<file path="config.mk">
export PLATFORM = sky130hd
export DESIGN_NAME = reward_effect_timer
export DESIGN_NICKNAME = d
export VERILOG_FILES = /design/src/rtl/reward_effect_timer.sv
export SDC_FILE = /design/constraint.sdc
export NUM_CORES = 1
export LEC_CHECK = 0
export CORE_AREA = 8 8 60 62
export CTS_CLUSTER_DIAMETER = 30
export DETAILED_ROUTE_END_ITERATION = 12
export DIE_AREA = 0 0 68 70
export HOLD_SLACK_MARGIN = 0.05
export PLACE_DENSITY = 0.77
export SLEW_MARGIN = 20
export SYNTH_ARGS = -nofsm -noshare
export SYNTH_HDL_FRONTEND = slang
export SYNTH_SLANG_ARGS = --single-unit
</file>
<file path="constraint.sdc">
create_clock -name clk -period 3.45 [get_ports clk]
set_input_delay 1.035 -clock clk [delete_from_list [all_inputs] [get_ports clk]]
set_output_delay 1.035 -clock clk [all_outputs]
set_load 0.005 [all_outputs]
</file>
<file path="src/rtl/reward_effect_timer.sv">
// Converts one-cycle reward pickups into four independent 4 Hz countdown effects plus an addtime pulse.
// Define REWARD_STACK_EN to make re-pickups add DURATION (saturating) instead of refreshing.
`timescale 1ns/1ps
module reward_effect_timer #(
  parameter int DURATION = 20,
  parameter int CW       = 5
) (
  input  logic            clk,
  input  logic            rst_n,
  input  logic            clk_4Hz,
  input  logic            enable_game_classic,
  input  logic            enable_game_infinity,
  input  logic            pause,
  input  logic            pick_valid,
  input  logic [2:0]      pick_type,
  output logic            pick_ack,
  output logic            addtime_pulse,
  output logic            effect_invincible,
  output logic            effect_faster,
  output logic            effect_frozen,
  output logic            effect_laser,
  output logic [4*CW-1:0] effect_remain
);

  localparam logic [CW-1:0] DUR = CW'(DURATION);

  logic       clk4_q;
  logic       tick;
  logic       mode_on;
  logic [3:0] load;
  logic [3:0] active;
  logic       addtime_d;
  logic       pick_ack_d;
  logic       pick_ack_q;
  logic       addtime_q;

  assign tick    = clk_4Hz & ~clk4_q;
  assign mode_on = enable_game_classic | enable_game_infinity;

  // Time-bonus pickup only gives addtime when classic mode is not claiming it as invincibility.
  always_comb begin
    load[0]    = pick_valid & enable_game_classic & (pick_type == 3'd1);
    load[1]    = pick_valid & mode_on & (pick_type == 3'd2);
    load[2]    = pick_valid & mode_on & (pick_type == 3'd3);
    load[3]    = pick_valid & mode_on & (pick_type == 3'd4);
    addtime_d  = pick_valid & ~enable_game_classic & enable_game_infinity & (pick_type == 3'd1);
    pick_ack_d = (|load) | addtime_d;
  end

  genvar gi;
  generate
    for (gi = 0; gi < 4; gi++) begin : g_effect
      logic [CW-1:0] rem_q;
      logic [CW-1:0] rem_d;
      logic [CW-1:0] dec;
`ifdef REWARD_STACK_EN
      logic [CW:0]   sum;
`endif

      always_comb begin
        dec = rem_q;
        if (tick && !pause && (rem_q != '0)) begin
          dec = rem_q - 1'b1;
        end
`ifdef REWARD_STACK_EN
        sum = {1'b0, dec} + {1'b0, DUR};
`endif
        rem_d = dec;
        if (!mode_on) begin
          rem_d = '0;
        end else if (load[gi]) begin
`ifdef REWARD_STACK_EN
          // Stack on top of the post-tick count; saturate rather than wrap.
          if (rem_q != '0) begin
            rem_d = sum[CW] ? {CW{1'b1}} : sum[CW-1:0];
          end else begin
            rem_d = DUR;
          end
`else
          rem_d = DUR;
`endif
        end
      end

      always_ff @(posedge clk or negedge rst_n) begin
        if (!rst_n) begin
          rem_q <= '0;
        end else begin
          rem_q <= rem_d;
        end
      end

      assign active[gi]                 = (rem_q != '0);
      assign effect_remain[gi*CW +: CW] = rem_q;
    end
  endgenerate

  always_ff @(posedge clk or negedge rst_n) begin
    if (!rst_n) begin
      clk4_q     <= 1'b0;
      pick_ack_q <= 1'b0;
      addtime_q  <= 1'b0;
    end else begin
      clk4_q     <= clk_4Hz;
      pick_ack_q <= pick_ack_d;
      addtime_q  <= addtime_d;
    end
  end

  assign pick_ack          = pick_ack_q;
  assign addtime_pulse     = addtime_q;
  assign effect_invincible = active[0];
  assign effect_faster     = active[1];
  assign effect_frozen     = active[2];
  assign effect_laser      = active[3];

endmodule

</file>
# Yosys cells after proc, flatten, opt, wreduce, memory -nomap -nowiden
# Index checks and enable logic that the tools add are counted.
[totals] in_bits=10 elab_cells=56 register_bits=23 output_inout_bits=26
[classes] n_reduce_logical=11 bitwise_logic=14 muxes=12 eq_ne=8 addsub=4
[op_table] cell="5-bit two-way mux" n=12
[op_table] cell="5-bit nonzero test" n=4
[op_table] cell="5-bit by 1-bit subtractor with 5-bit output (second input constant)" n=4
[op_table] cell="3-bit by 1-bit inequality test with 1-bit output (second input constant)" n=4
[op_table] cell="1-bit bitwise AND" n=10
[op_table] cell="3-bit by 2-bit equality test with 1-bit output (second input constant)" n=2
[op_table] cell="1-bit logical AND" n=5
[op_table] cell="4-bit OR reduction" n=1
[op_table] cell="3-bit by 1-bit equality test with 1-bit output (second input constant)" n=1
[op_table] cell="3-bit equality test (second input constant)" n=1
[op_table] cell="1-bit NOT" n=2
[op_table] cell="1-bit OR" n=2
[op_table] cell="1-bit zero test" n=1

# Logic depth before layout (Yosys ltp)
[logic_depth] depth_word=7 ltp_mapped=5 mapped_depth_nobuf=5

# Worst setup path after synthesis
# No wires, ideal clock.
[synth_path] kind="register -> output" from="reg g_effect[1].rem_q[0]" to="out effect_faster" path_slack_ns=1.158 path_stages_with_launch=5 arrival_time_ns=1.257 n_path_buf=0 cell_sequence="dfrtp_1 > inv_1 > ha_1 > nor4b_1 > inv_1"
[synth_via] elab_chain_len=1
[synth_rtl] element="start: declaration" line_no="53" source="logic [CW-1:0] rem_q;"
[synth_rtl] element="start signal: assignment" line_no="89" source="rem_q <= rem_d;"
[synth_rtl] element="5-bit nonzero test" line_no="93" source="assign active[gi] = (rem_q != '0);"
[synth_rtl] element="end: declaration" line_no="19" source="output logic effect_faster,"
# No other way between the ends.

# Worst setup path in the final report
[layout_path] from="reg g_effect[2].rem_q[0]" to="out effect_frozen"
[layout_via] elab_chain_len=1
[layout_rtl] element="start: declaration" line_no="53"
[layout_rtl] element="start signal: assignment" line_no="89"
[layout_rtl] element="5-bit nonzero test" line_no="93"
[layout_rtl] element="end: declaration" line_no="20" source="output logic effect_frozen,"
# No other way between the ends.

==> metrics.md <==
| Metric | Value |
|---|---|
| Area growth, synth to finish | 33.8% |
| Synth Cell Area | 0.00125 mm^2 |
| Post-route DRC | 0 |
| Count of state elements after synthesis | 23 |
| Worst Skew | 0.00468 ns |
| CTS tree | yes |
| Count of final hold-check violations | 0 |
| Slowest Stage Delay on Critical Path | 0.68 ns |
| IO Pins | 36 |
| CTS Root Cell | clkbuf_4 |
| Hold WC Path Type | reg2reg |
| Setup bufs post-CTS | 0 |
| Crit path max fanout | 6 |
| Slew HR | approximately 44% |
| FFs w/ async S/R, synth | 100% |
| Htree depth | 1 |
| Power Dens Cells | 489 mW/mm^2 |
| # clock sinks | 23 |
| EDFF count, synth | 0 |
| Unique masters post-synth | 26 |
| Most frequent cells in the layout | clkdlybuf4s50_1 (35), dfrtp_1 (23), inv_1 (16), a21oi_1 (15), or3_1 (13) |
| Commonest non-fill, non-tap cell in the layout | clkdlybuf4s50_1 |
| DP Cell Count | 199 |
| Resized cells post-CTS | 0 |
| Setup TNS after final layout | 0 ns |
| CTS buffer count | 3 |
| DR pass1 iterations | 4 |
| Max Clock Freq | 309 MHz |
| Fin util | 62.9% |
| Startpoint types | register |
| Final worst-path cycle share | 93.8% |
| Layout cell share with drive strength beyond 1 | 5.81% |
| Minimum clock period | around 3.2 ns |
| Clock latency on the worst-skew pair | 0.30 ns |
| Longest Clk Path Bufs | 2 |
| Ant diodes | 0 |
| Initial antenna violation count | 0 |
| Mean Syn Cell Area | 9.41 um^2 |
| Number of fill cells in the layout | 231 |
| Worst-Margin Slew | roughly 0.83 ns |
| Post-DRT Antenna Nets | 0 |
| Register area share after synthesis | a little under half |
| Arr. time, crit path | 2.20 ns |
| IO Port Bufs | 35 |
| Unrepaired setup endpoints after global routing | no |
| Net Count, Synth | 147 |
| Main flop type after synthesis | dfrtp_1 |
| Largest net degree at the start of global routing | 33 |
| Core Area | 0.00266 mm^2 |
| GR Util All Layers | about an eighth |
| # setup viols final | 0 |
| P_leak | about 0.7 nW |
| Drt first-iter violations | 85 |
| Post-DP HPWL | around 2300 um |
| Wirelength per Cell | 14.8 um |
| Total Wirelength | 3010 um |
| Vias post-DR | around 1.2k |
| Pins Over Slew Limit | 0 |
| Starting Density | 47.0% |
| Vias in the first global route | 1156 |
| Most frequent CP cell | inv_1 |
| Die area | 0.00476 mm^2 |
| Crit. End Element | output port |
| Register Area | 576 um^2 |
| Floorplan row count | 19 |
| Die width | ~68 um |
| Status | complete, no violations |
| RD Place Congestion | 0.778 |
| Die height | 70 um |
| Post-Layout Cell Count | a little over 200 |
| Clock transition at path regs | roughly 0.12 ns |
| Total global routing overflow | 0 |
| Critical Path RT | between 2 and 2.5 ns |
| Critical-path cell list | inv_1, ha_1, nor4b_1, inv_1, clkdlybuf4s50_1 |
| Multi-input gate area | 593 um^2 |
| Vias per Instance | 5.82 |
| Max-cap viol count | 0 |
| Yosys warnings | 0 |
| Worst setup path category | reg2out |
| Post-Syn Instances | around 130 |
| Hold_buf cts | 0 |
| First-pass GRT wire length | 5140 um |
| VDD IR max | roughly 0.33 mV |
| CP max stage cell | nor4b_1 |
| Total Nets Final | 187 |
## Yosys cell counts, types with 2 or more instances
cell type,number,area share (%)
a21oi_1,15,6.0
nand2_1,4,1.2
dfrtp_1,23,46
o21ai_0,12,4.8
clkbuf_1,3,0.90
ha_1,4,4.0
a31oi_1,4,2.0
or2_2,2,1.0
o31ai_1,4,2.4
nor2_1,6,1.8
nor4b_1,4,2.8
or3_1,13,6.5
o41ai_1,3,2.1
or4_1,6,3.6
nand4bb_1,4,3.6
inv_1,16,4.8
## worst paths after layout
check	cells past startpoint	startpoint	to	slack [ns]
setup / recovery	5	g_effect[2].rem_q[0]$_DFFE_PN0P_	effect_frozen	0.21
hold / removal	2	g_effect[3].rem_q[1]$_DFFE_PN0P_	g_effect[3].rem_q[1]$_DFFE_PN0P_	0.58
setup reg to reg	5	g_effect[2].rem_q[0]$_DFFE_PN0P_	g_effect[2].rem_q[1]$_DFFE_PN0P_	1.66
hold reg to reg	2	g_effect[3].rem_q[1]$_DFFE_PN0P_	g_effect[3].rem_q[1]$_DFFE_PN0P_	0.58
max in group asynchronous	2	rst_n	g_effect[3].rem_q[1]$_DFFE_PN0P_	2.15
min in group asynchronous	2	rst_n	g_effect[1].rem_q[1]$_DFFE_PN0P_	1.07
## worst max-delay path, delay by kind of cell, from the launching register on
kind | cells | cell delay, ns
fa+ha+maj | 1 | 0.15
flops | 1 | 0.44
simple gates | 1 | 0.68
buf+inv | 3 | 0.64
## layout make-up
class / count / share of cell area [%]
Sequential cell: 23 / 34.4
Timing Repair Buffer: 39 / 22.7
Multi-Input combinational cell: 90 / 35.4
Tap cell: 31 / 2.32
Inverter: 16 / 3.59
Clock buffer: 4 / 1.57
## state kept, by name, summed over array words and instances (netlist names)
register,count
clk4_q,1
addtime_pulse,1
g_effect.rem_q,20
pick_ack,1
## per-layer routing
layer / track usage, % / part of all wire [%] / vias to the layer above
li1: - / - / 570
met4: 4.56 / 0.50 / 0
met3: 3.83 / 8.0 / 2
met2: 21.9 / 49 / 29
met1: 15.4 / 43 / 581
met5: 0 / 0 / -
## metrics by stage
stage / power, mW / instance area, um^2 / setup slack [ns] / hold slack, ns
floorplan: 0.500 / 1250 / 1.16 / 0.558
global placement: 0.691 / 1650 / 0.706 / 0.558
detailed placement: 0.705 / 1650 / 0.559 / 0.568
CTS: 0.832 / 1670 / 0.207 / 0.586
global route: 0.883 / 1670 / 0.0282 / 0.618
finish: 0.818 / 1670 / 0.213 / 0.583
## power by group
| group | leakage [nW] | internal, mW | switching (mW) | total [mW] |
|---|---|---|---|---|
| clock network | 0.0150 | 0.0451 | 0.0776 | 0.123 |
| logic | 0.384 | 0.200 | 0.146 | 0.346 |
| registers | 0.310 | 0.306 | 0.0437 | 0.349 |
| total | 0.709 | 0.551 | 0.268 | 0.818 |
## logic make-up (layout without fill, tap and decap cells)
group,count (synthesis),in the layout,share of synthesized area (%)
AND/OR/NAND/NOR,46,46,24.6
AO/OA/AOI/OAI,38,38,17.3
flip-flops,23,23,46.0
buffers and inverters,20,59,6.60
adder cells (fa/ha/maj),4,4,4.00
XOR/XNOR,1,1,0.700
multiplexers,1,1,0.800
No activity file was read; power rests on OpenSTA's default activity.
